$ cat src/rtl/io_pkg.sv
// Shared I/O-window definitions: address selects, display control layout and
// the hex-to-seven-segment glyph table.
package io_pkg;

    localparam int unsigned DATA_W  = 32;
    localparam int unsigned SEL_W   = 6;
    localparam int unsigned NPORTS  = 3;
    localparam int unsigned SEG_W   = 8;
    localparam int unsigned NIBBLE_W = 4;

    // Input-side selects (read path), same window as the output ports
    localparam logic [SEL_W-1:0] SEL_IN0  = 6'b100000;
    localparam logic [SEL_W-1:0] SEL_IN1  = 6'b100001;
    localparam logic [SEL_W-1:0] SEL_IN2  = 6'b100010;

    localparam logic [SEL_W-1:0] SEL_OUT0 = 6'b100000;
    localparam logic [SEL_W-1:0] SEL_OUT1 = 6'b100001;
    localparam logic [SEL_W-1:0] SEL_OUT2 = 6'b100010;
    localparam logic [SEL_W-1:0] SEL_DCTL = 6'b100011;

    typedef enum logic [1:0] {
        SRC_PORT0 = 2'd0,
        SRC_PORT1 = 2'd1,
        SRC_PORT2 = 2'd2,
        SRC_BLANK = 2'd3
    } disp_src_e;

    typedef struct packed {
        disp_src_e src;
        logic      en;
    } dctl_t;

    localparam int unsigned DCTL_W = $bits(dctl_t);

    // Active-low {dp,g,f,e,d,c,b,a}; entry n lives at bits [8n+7:8n], dp always off
    localparam logic [16*SEG_W-1:0] SEG_HEX = {
        8'h8E, 8'h86, 8'hA1, 8'hC6, 8'h83, 8'h88, 8'h90, 8'h80,
        8'hF8, 8'h82, 8'h92, 8'h99, 8'hB0, 8'hA4, 8'hF9, 8'hC0
    };

    function automatic logic [SEG_W-1:0] hex_to_seg(input logic [NIBBLE_W-1:0] nib);
        return SEG_HEX[{nib, 3'b000} +: SEG_W];
    endfunction

endpackage

$ cat src/rtl/io_seg7_scan.sv
// Time-multiplexed 8-digit seven-segment scanner showing a 32-bit value in hex.
module io_seg7_scan
    import io_pkg::*;
#(
    parameter int unsigned SCAN_DIV = 50000
) (
    input  logic              io_clk,
    input  logic              reset,
    input  logic [DATA_W-1:0] value_i,
    input  logic              enable_i,
    output logic [SEG_W-1:0]  seg_an_o,
    output logic [SEG_W-1:0]  seg_cat_o
);

    localparam int unsigned PRE_W = 20;
    localparam int unsigned IDX_W = 3;
    localparam logic [PRE_W-1:0] PRE_LAST = PRE_W'(SCAN_DIV - 1);

    logic [PRE_W-1:0] pre_q, pre_d;
    logic [IDX_W-1:0] idx_q, idx_d;
    logic [SEG_W-1:0] an_q, an_d;
    logic [SEG_W-1:0] cat_q, cat_d;

    // Prescaler wraps at SCAN_DIV-1 and steps the digit index
    always_comb begin
        pre_d = pre_q + PRE_W'(1);
        idx_d = idx_q;
        if (pre_q == PRE_LAST) begin
            pre_d = '0;
            idx_d = idx_q + IDX_W'(1);
        end
    end

    // Drive the digit selected before this edge's index step
    always_comb begin
        an_d  = '1;
        cat_d = '1;
        if (enable_i) begin
            an_d  = ~(SEG_W'(1) << idx_q);
            cat_d = hex_to_seg(value_i[{idx_q, 2'b00} +: NIBBLE_W]);
        end
    end

    always_ff @(posedge io_clk or posedge reset) begin
        if (reset) begin
            pre_q <= '0;
            idx_q <= '0;
            an_q  <= '1;
            cat_q <= '1;
        end else begin
            pre_q <= pre_d;
            idx_q <= idx_d;
            an_q  <= an_d;
            cat_q <= cat_d;
        end
    end

    assign seg_an_o  = an_q;
    assign seg_cat_o = cat_q;

endmodule

$ cat src/rtl/io_output.sv
// Memory-mapped output ports with per-port write strobes, display control
// register and a seven-segment scanner showing the selected port.
module io_output
    import io_pkg::*;
#(
    parameter int unsigned SCAN_DIV = 50000
) (
    input  logic              io_clk,
    input  logic              reset,
    input  logic [DATA_W-1:0] addr,
    input  logic [DATA_W-1:0] datain,
    input  logic              write_io_enable,
    output logic [DATA_W-1:0] out_port0,
    output logic [DATA_W-1:0] out_port1,
    output logic [DATA_W-1:0] out_port2,
    output logic [NPORTS-1:0] out_wr,
    output logic [SEG_W-1:0]  seg_an,
    output logic [SEG_W-1:0]  seg_cat
);

    logic [SEL_W-1:0]  sel;
    logic [NPORTS-1:0] port_hit_c;
    logic              dctl_hit_c;

    logic [DATA_W-1:0] port0_q, port0_d;
    logic [DATA_W-1:0] port1_q, port1_d;
    logic [DATA_W-1:0] port2_q, port2_d;
    logic [NPORTS-1:0] wr_q, wr_d;
    dctl_t             dctl_q, dctl_d;

    logic [DATA_W-1:0] disp_val_c;
    logic              disp_en_c;
    logic              unused_addr_bits;

    assign sel              = addr[7:2];
    assign unused_addr_bits = ^{addr[DATA_W-1:8], addr[1:0]};

    always_comb begin
        port_hit_c = '0;
        dctl_hit_c = 1'b0;
        if (write_io_enable) begin
            case (sel)
                SEL_OUT0: port_hit_c[0] = 1'b1;
                SEL_OUT1: port_hit_c[1] = 1'b1;
                SEL_OUT2: port_hit_c[2] = 1'b1;
                SEL_DCTL: dctl_hit_c    = 1'b1;
                default:  ;
            endcase
        end
    end

    // Only the low DCTL bits are stored; the rest read back as zero by construction
    always_comb begin
        port0_d = port_hit_c[0] ? datain : port0_q;
        port1_d = port_hit_c[1] ? datain : port1_q;
        port2_d = port_hit_c[2] ? datain : port2_q;
        wr_d    = port_hit_c;
        dctl_d  = dctl_hit_c ? dctl_t'(datain[DCTL_W-1:0]) : dctl_q;
    end

    always_ff @(posedge io_clk or posedge reset) begin
        if (reset) begin
            port0_q <= '0;
            port1_q <= '0;
            port2_q <= '0;
            wr_q    <= '0;
            dctl_q  <= '0;
        end else begin
            port0_q <= port0_d;
            port1_q <= port1_d;
            port2_q <= port2_d;
            wr_q    <= wr_d;
            dctl_q  <= dctl_d;
        end
    end

    always_comb begin
        disp_val_c = '0;
        disp_en_c  = dctl_q.en && (dctl_q.src != SRC_BLANK);
        case (dctl_q.src)
            SRC_PORT0: disp_val_c = port0_q;
            SRC_PORT1: disp_val_c = port1_q;
            SRC_PORT2: disp_val_c = port2_q;
            default:   disp_val_c = '0;
        endcase
    end

    io_seg7_scan #(
        .SCAN_DIV (SCAN_DIV)
    ) u_scan (
        .io_clk    (io_clk),
        .reset     (reset),
        .value_i   (disp_val_c),
        .enable_i  (disp_en_c),
        .seg_an_o  (seg_an),
        .seg_cat_o (seg_cat)
    );

    assign out_port0 = port0_q;
    assign out_port1 = port1_q;
    assign out_port2 = port2_q;
    assign out_wr    = wr_q;

endmodule

$ cat config.mk
export PLATFORM = sky130hd
export DESIGN_NAME = io_output
export DESIGN_NICKNAME = d
export VERILOG_FILES = /design/src/rtl/io_pkg.sv /design/src/rtl/io_seg7_scan.sv /design/src/rtl/io_output.sv
export SDC_FILE = /design/constraint.sdc
export NUM_CORES = 1
export LEC_CHECK = 0
export ABC_AREA = 0
export BUFFER_PORTS_ARGS = -buffer_cell sky130_fd_sc_hd__clkbuf_2
export CAP_MARGIN = 40
export CORE_UTILIZATION = 50
export CTS_CLUSTER_DIAMETER = 80
export DETAILED_ROUTE_END_ITERATION = 12
export GPL_TIMING_DRIVEN = 1
export PLACE_DENSITY = 0.82
export SYNTH_ARGS = -nofsm -noshare
export SYNTH_HDL_FRONTEND = slang
export SYNTH_SLANG_ARGS = --single-unit
export TNS_END_PERCENT = 10
$ cat constraint.sdc
create_clock -name io_clk -period 6.28 [get_ports io_clk]
set_input_delay 1.884 -clock io_clk [delete_from_list [all_inputs] [get_ports io_clk]]
set_output_delay 1.884 -clock io_clk [all_outputs]
set_load 0.02 [all_outputs]
==> summary.md <==
| Metric | Value |
|---|---|
| Hold Path Class | `reg2reg` |
| Clock power frac | `about 35%` |
| Post-cts hold buffer count | `0` |
| Initial core utilization | `between 50% and 60%` |
| Post-synth EDFFs | `0` |
| Routed wire length | `between 15,000 and 20,000 µm` |
| FF+latch area | `roughly 3500 µm²` |
| Area Growth Syn to Fin | `21.9%` |
| Worst hold margin | `0.489 ns` |
| Die Ht | `between 100 and 150 µm` |
| Vias | `a little under 5k` |
| Finished Core Util | `around 63%` |
| Most frequent cells after synthesis | `dfrtp_1 (125), mux2_2 (116), nand2_1 (27), nor2_1 (24)` |
| H-tree depth | `4` |
| DR vias/cell | `between 5 and 6` |
| Synth Net Count | `about 600` |
| Top-level port count | `182` |
| Endpoints failing setup | `0` |
| Setup bufs post-CTS | `0` |
| Worst R2R End | `u_scan.seg_cat_o[3]$_DFF_PP1_` |
| Asr flop ratio synth | `100%` |
| Final worst slack | `~2.7 ns` |
| Switching power total | `around 0.00074 W` |
| Max-cap violation count | `0` |
| WHS Path Cells | `1` |
| Starting DRC count in detailed routing | `~240` |
| Worst-Margin Slew | `0.813 ns` |
| Clock Latency Late Sink | `0.42 ns` |
| CTS max path bufs | `2` |
| Critical Path End Type | `flop` |
| Synth area leader | `dfrtp_1` |
| Min Tclk post-route | `around 3.5 ns` |
| Sequential share of power | `43.6%` |
| Sequential area share after synthesis | `between 50 and 60%` |
| I/O Buffers | `~150` |
| Status | `finished, final reports clean` |
| Mapped cell area | `6630 µm²` |
| Sink of the worst hold path | `u_scan.pre_q[19]$_DFF_PP0_` |
| Data arrival, critical path | `just under 4 ns` |
| Worst-path fanout max | `24` |
| TritonRoute pass-1 iters | `4` |
| Largest net degree at the start of global routing | `between 50 and 60` |
| LEAKAGE | `about 4 nW` |
| Slowest cell delay on critical path | `~0.60 ns` |
| Cells after Synth | `between 500 and 600` |
| CTS tree | `done` |
| Gpl congestion | `0.926` |
| Final Hold Viols | `0` |
| WL/cell | `19.8 µm` |
| Global route overflow | `0` |
| Critical-path cell list | `buf_4, nor2b_4, a221oi_1, or3_1, o311a_1, nor4b_4, inv_1, ha_1, mux2i_1, nor3_1, a31oi_1` |
| Die Width | `117 µm` |
| Slew headroom | `around 44%` |
| R2R setup slack | `between 2 and 3 ns` |
| Synth area leaders | `dfrtp_1 (47%), mux2_2 (20%), dfstp_2 (5.9%)` |
| Dpl ws | `about 2.5 ns` |
| Vias in the first global route | `just under 5k` |
| Synth top area share | `roughly 47%` |
| Area occupied by multi-input gates | `between 2000 and 3000 µm²` |
| Period utilisation layout | `56.4%` |
| Layout fillers | `975` |
| Worst R2R Path Depth | `11` |
| Pwr Density | `approximately 310 nW/µm²` |
| Nets | `roughly 750` |
| Avg Cell Area, Syn | `roughly 13 µm²` |
| Maximum vdd ir drop | `0.232 mV` |
| Worst path slowest cell | `dfrtp_2` |
| Share of post-route cells with drive strength above 1 | `48.5%` |
| Final ANT Viol Nets | `0` |
| Root buffer cell | `clkbuf_16` |
| Max-slew violation count | `0` |
| Total power | `approximately 0.0025 W` |
| CTS Buf Count | `17` |
| Maximum clock frequency | `approximately 280 MHz` |
| Setup TNS | `0 ns` |
| DR DRC count | `0` |
| R2R Path Start | `dctl_q[1]$_DFFE_PP0P_` |
| Full die area | `~14,000 µm²` |
| Antenna cell count | `0` |
| Switching share of power | `29.7%` |
| Required time of the critical path | `6.62 ns` |
| DP HPWL | `about 12,000 µm` |
| RSZ-0062 raised after global routing | `false` |
| Internal power | `0.00174 W` |
| Post-cts repair resize count | `0` |
| Hold Crit Start | `u_scan.pre_q[19]$_DFF_PP0_` |
| Row Count | `roughly 40` |
| Yosys cell types | `58` |
| YS warnings | `0` |
| Antenna violations before repair | `0` |
| Clock transition at path regs | `~0.050 ns` |
| Total Routing Usage GR | `roughly a quarter` |
| Clock sinks | `140` |
| Core area | `around 13,000 µm²` |
| Top-count cell post-synth | `dfrtp_1` |
| First-pass GRT wire length | `approximately 27,000 µm` |
| Critical path startpoint category | `flop` |
| Synth Flop Type | `dfrtp_1` |
| Clock skew | `~0.0056 ns` |
| Synth Register Bits | `140` |
| Worst Setup Path Type | `reg2reg` |
| Gate power share | `20.9%` |
==> cells in the final DEF (no fill, tap or decap), drive strengths merged, types with 12 or more instances in the layout <==
master	instances
a221oi	14
clkbuf	183
dfrtp	125
dfstp	15
ha	13
mux2	118
mux2i	13
nand2	27
nand3	12
nor2	24
==> worst max-delay path: cells and delay by family, from the launching register on <==
kind	cells	cell delay (ns)
mux	1	0.13
flops	1	0.60
fa+ha+maj	1	0.33
compound gates	3	0.59
simple gates	4	1.26
buf+inv	2	0.52
==> cell type report <==
| cell class | instances | share of cell area [%] |
|---|---|---|
| Inverter | 12 | 0.620 |
| Tap cell | 172 | 2.66 |
| Timing Repair Buffer | 163 | 11.2 |
| Sequential cell | 140 | 43.6 |
| Clock buffer | 29 | 6.20 |
| Multi-Input combinational cell | 333 | 35.5 |
| Clock inverter | 3 | 0.186 |
==> flip-flops by register name (all words and copies together) (netlist names) <==
register / flops
u_scan.seg_cat_o: 7
out_port0: 32
u_scan.idx_q: 3
u_scan.pre_q: 20
out_port1: 32
out_port2: 32
dctl_q: 3
u_scan.seg_an_o: 8
out_wr: 3
==> stage by stage <==
| step | instance area [µm²] | std cells |
|---|---|---|
| final | 8080 | 852 |
| after detailed placement | 7560 | 820 |
| after global placement | 7470 | 816 |
| after floorplan | 6630 | 516 |
| after global routing | 8080 | 852 |
| after CTS | 8080 | 852 |
==> worst max path at each step <==
stage / from / slack (ns) / to / depth (start not counted)
6_report: dctl_q[1]$_DFFE_PP0P_ / 2.74 / u_scan.seg_cat_o[3]$_DFF_PP1_ / 11
3_5_place_dp: addr[5] / 2.51 / out_port1[27]$_DFFE_PP0P_ / 6
2_1_floorplan: reset / 0.67 / dctl_q[0]$_DFFE_PP0P_ / 1
4_1_cts: dctl_q[1]$_DFFE_PP0P_ / 2.76 / u_scan.seg_cat_o[3]$_DFF_PP1_ / 11
3_3_place_gp: addr[5] / 2.30 / out_port1[22]$_DFFE_PP0P_ / 5
5_1_grt: dctl_q[1]$_DFFE_PP0P_ / 2.45 / u_scan.seg_cat_o[3]$_DFF_PP1_ / 11
==> layer usage <==
metal	GRT usage (%)	vias up	wire [µm]
li1	-	2184	-
met1	34.2	2501	7250
met2	42.5	203	8080
met3	7.47	40	1090
met4	10.4	0	461
met5	0	-	0
==> power by group through the flow <==
stage / Sequential (W) / Clock [W] / Combinational (W)
after detailed placement: 0.00109 / 0 / 0.000516
after floorplan: 0.00119 / 0 / 0.000247
after global routing: 0.00109 / 0.000928 / 0.000558
final: 0.00108 / 0.000879 / 0.000520
after CTS: 0.00108 / 0.000891 / 0.000521
after global placement: 0.00109 / 0 / 0.000500
==> logic make-up (layout without fill, tap and decap cells) <==
group	Yosys count	in the layout	share of synthesized area, %
DFF	140	140	53.2
xor gates and xnor gates	18	18	2.38
buffers and inverters	43	207	3.76
muxes	132	132	22.5
and+or+nand+nor	106	106	8.48
adders and majority gates	13	13	2.45
other	1	1	0.0566
AOI/OAI and AO/OA	63	63	7.25
Power figures use the tool's default switching activity.
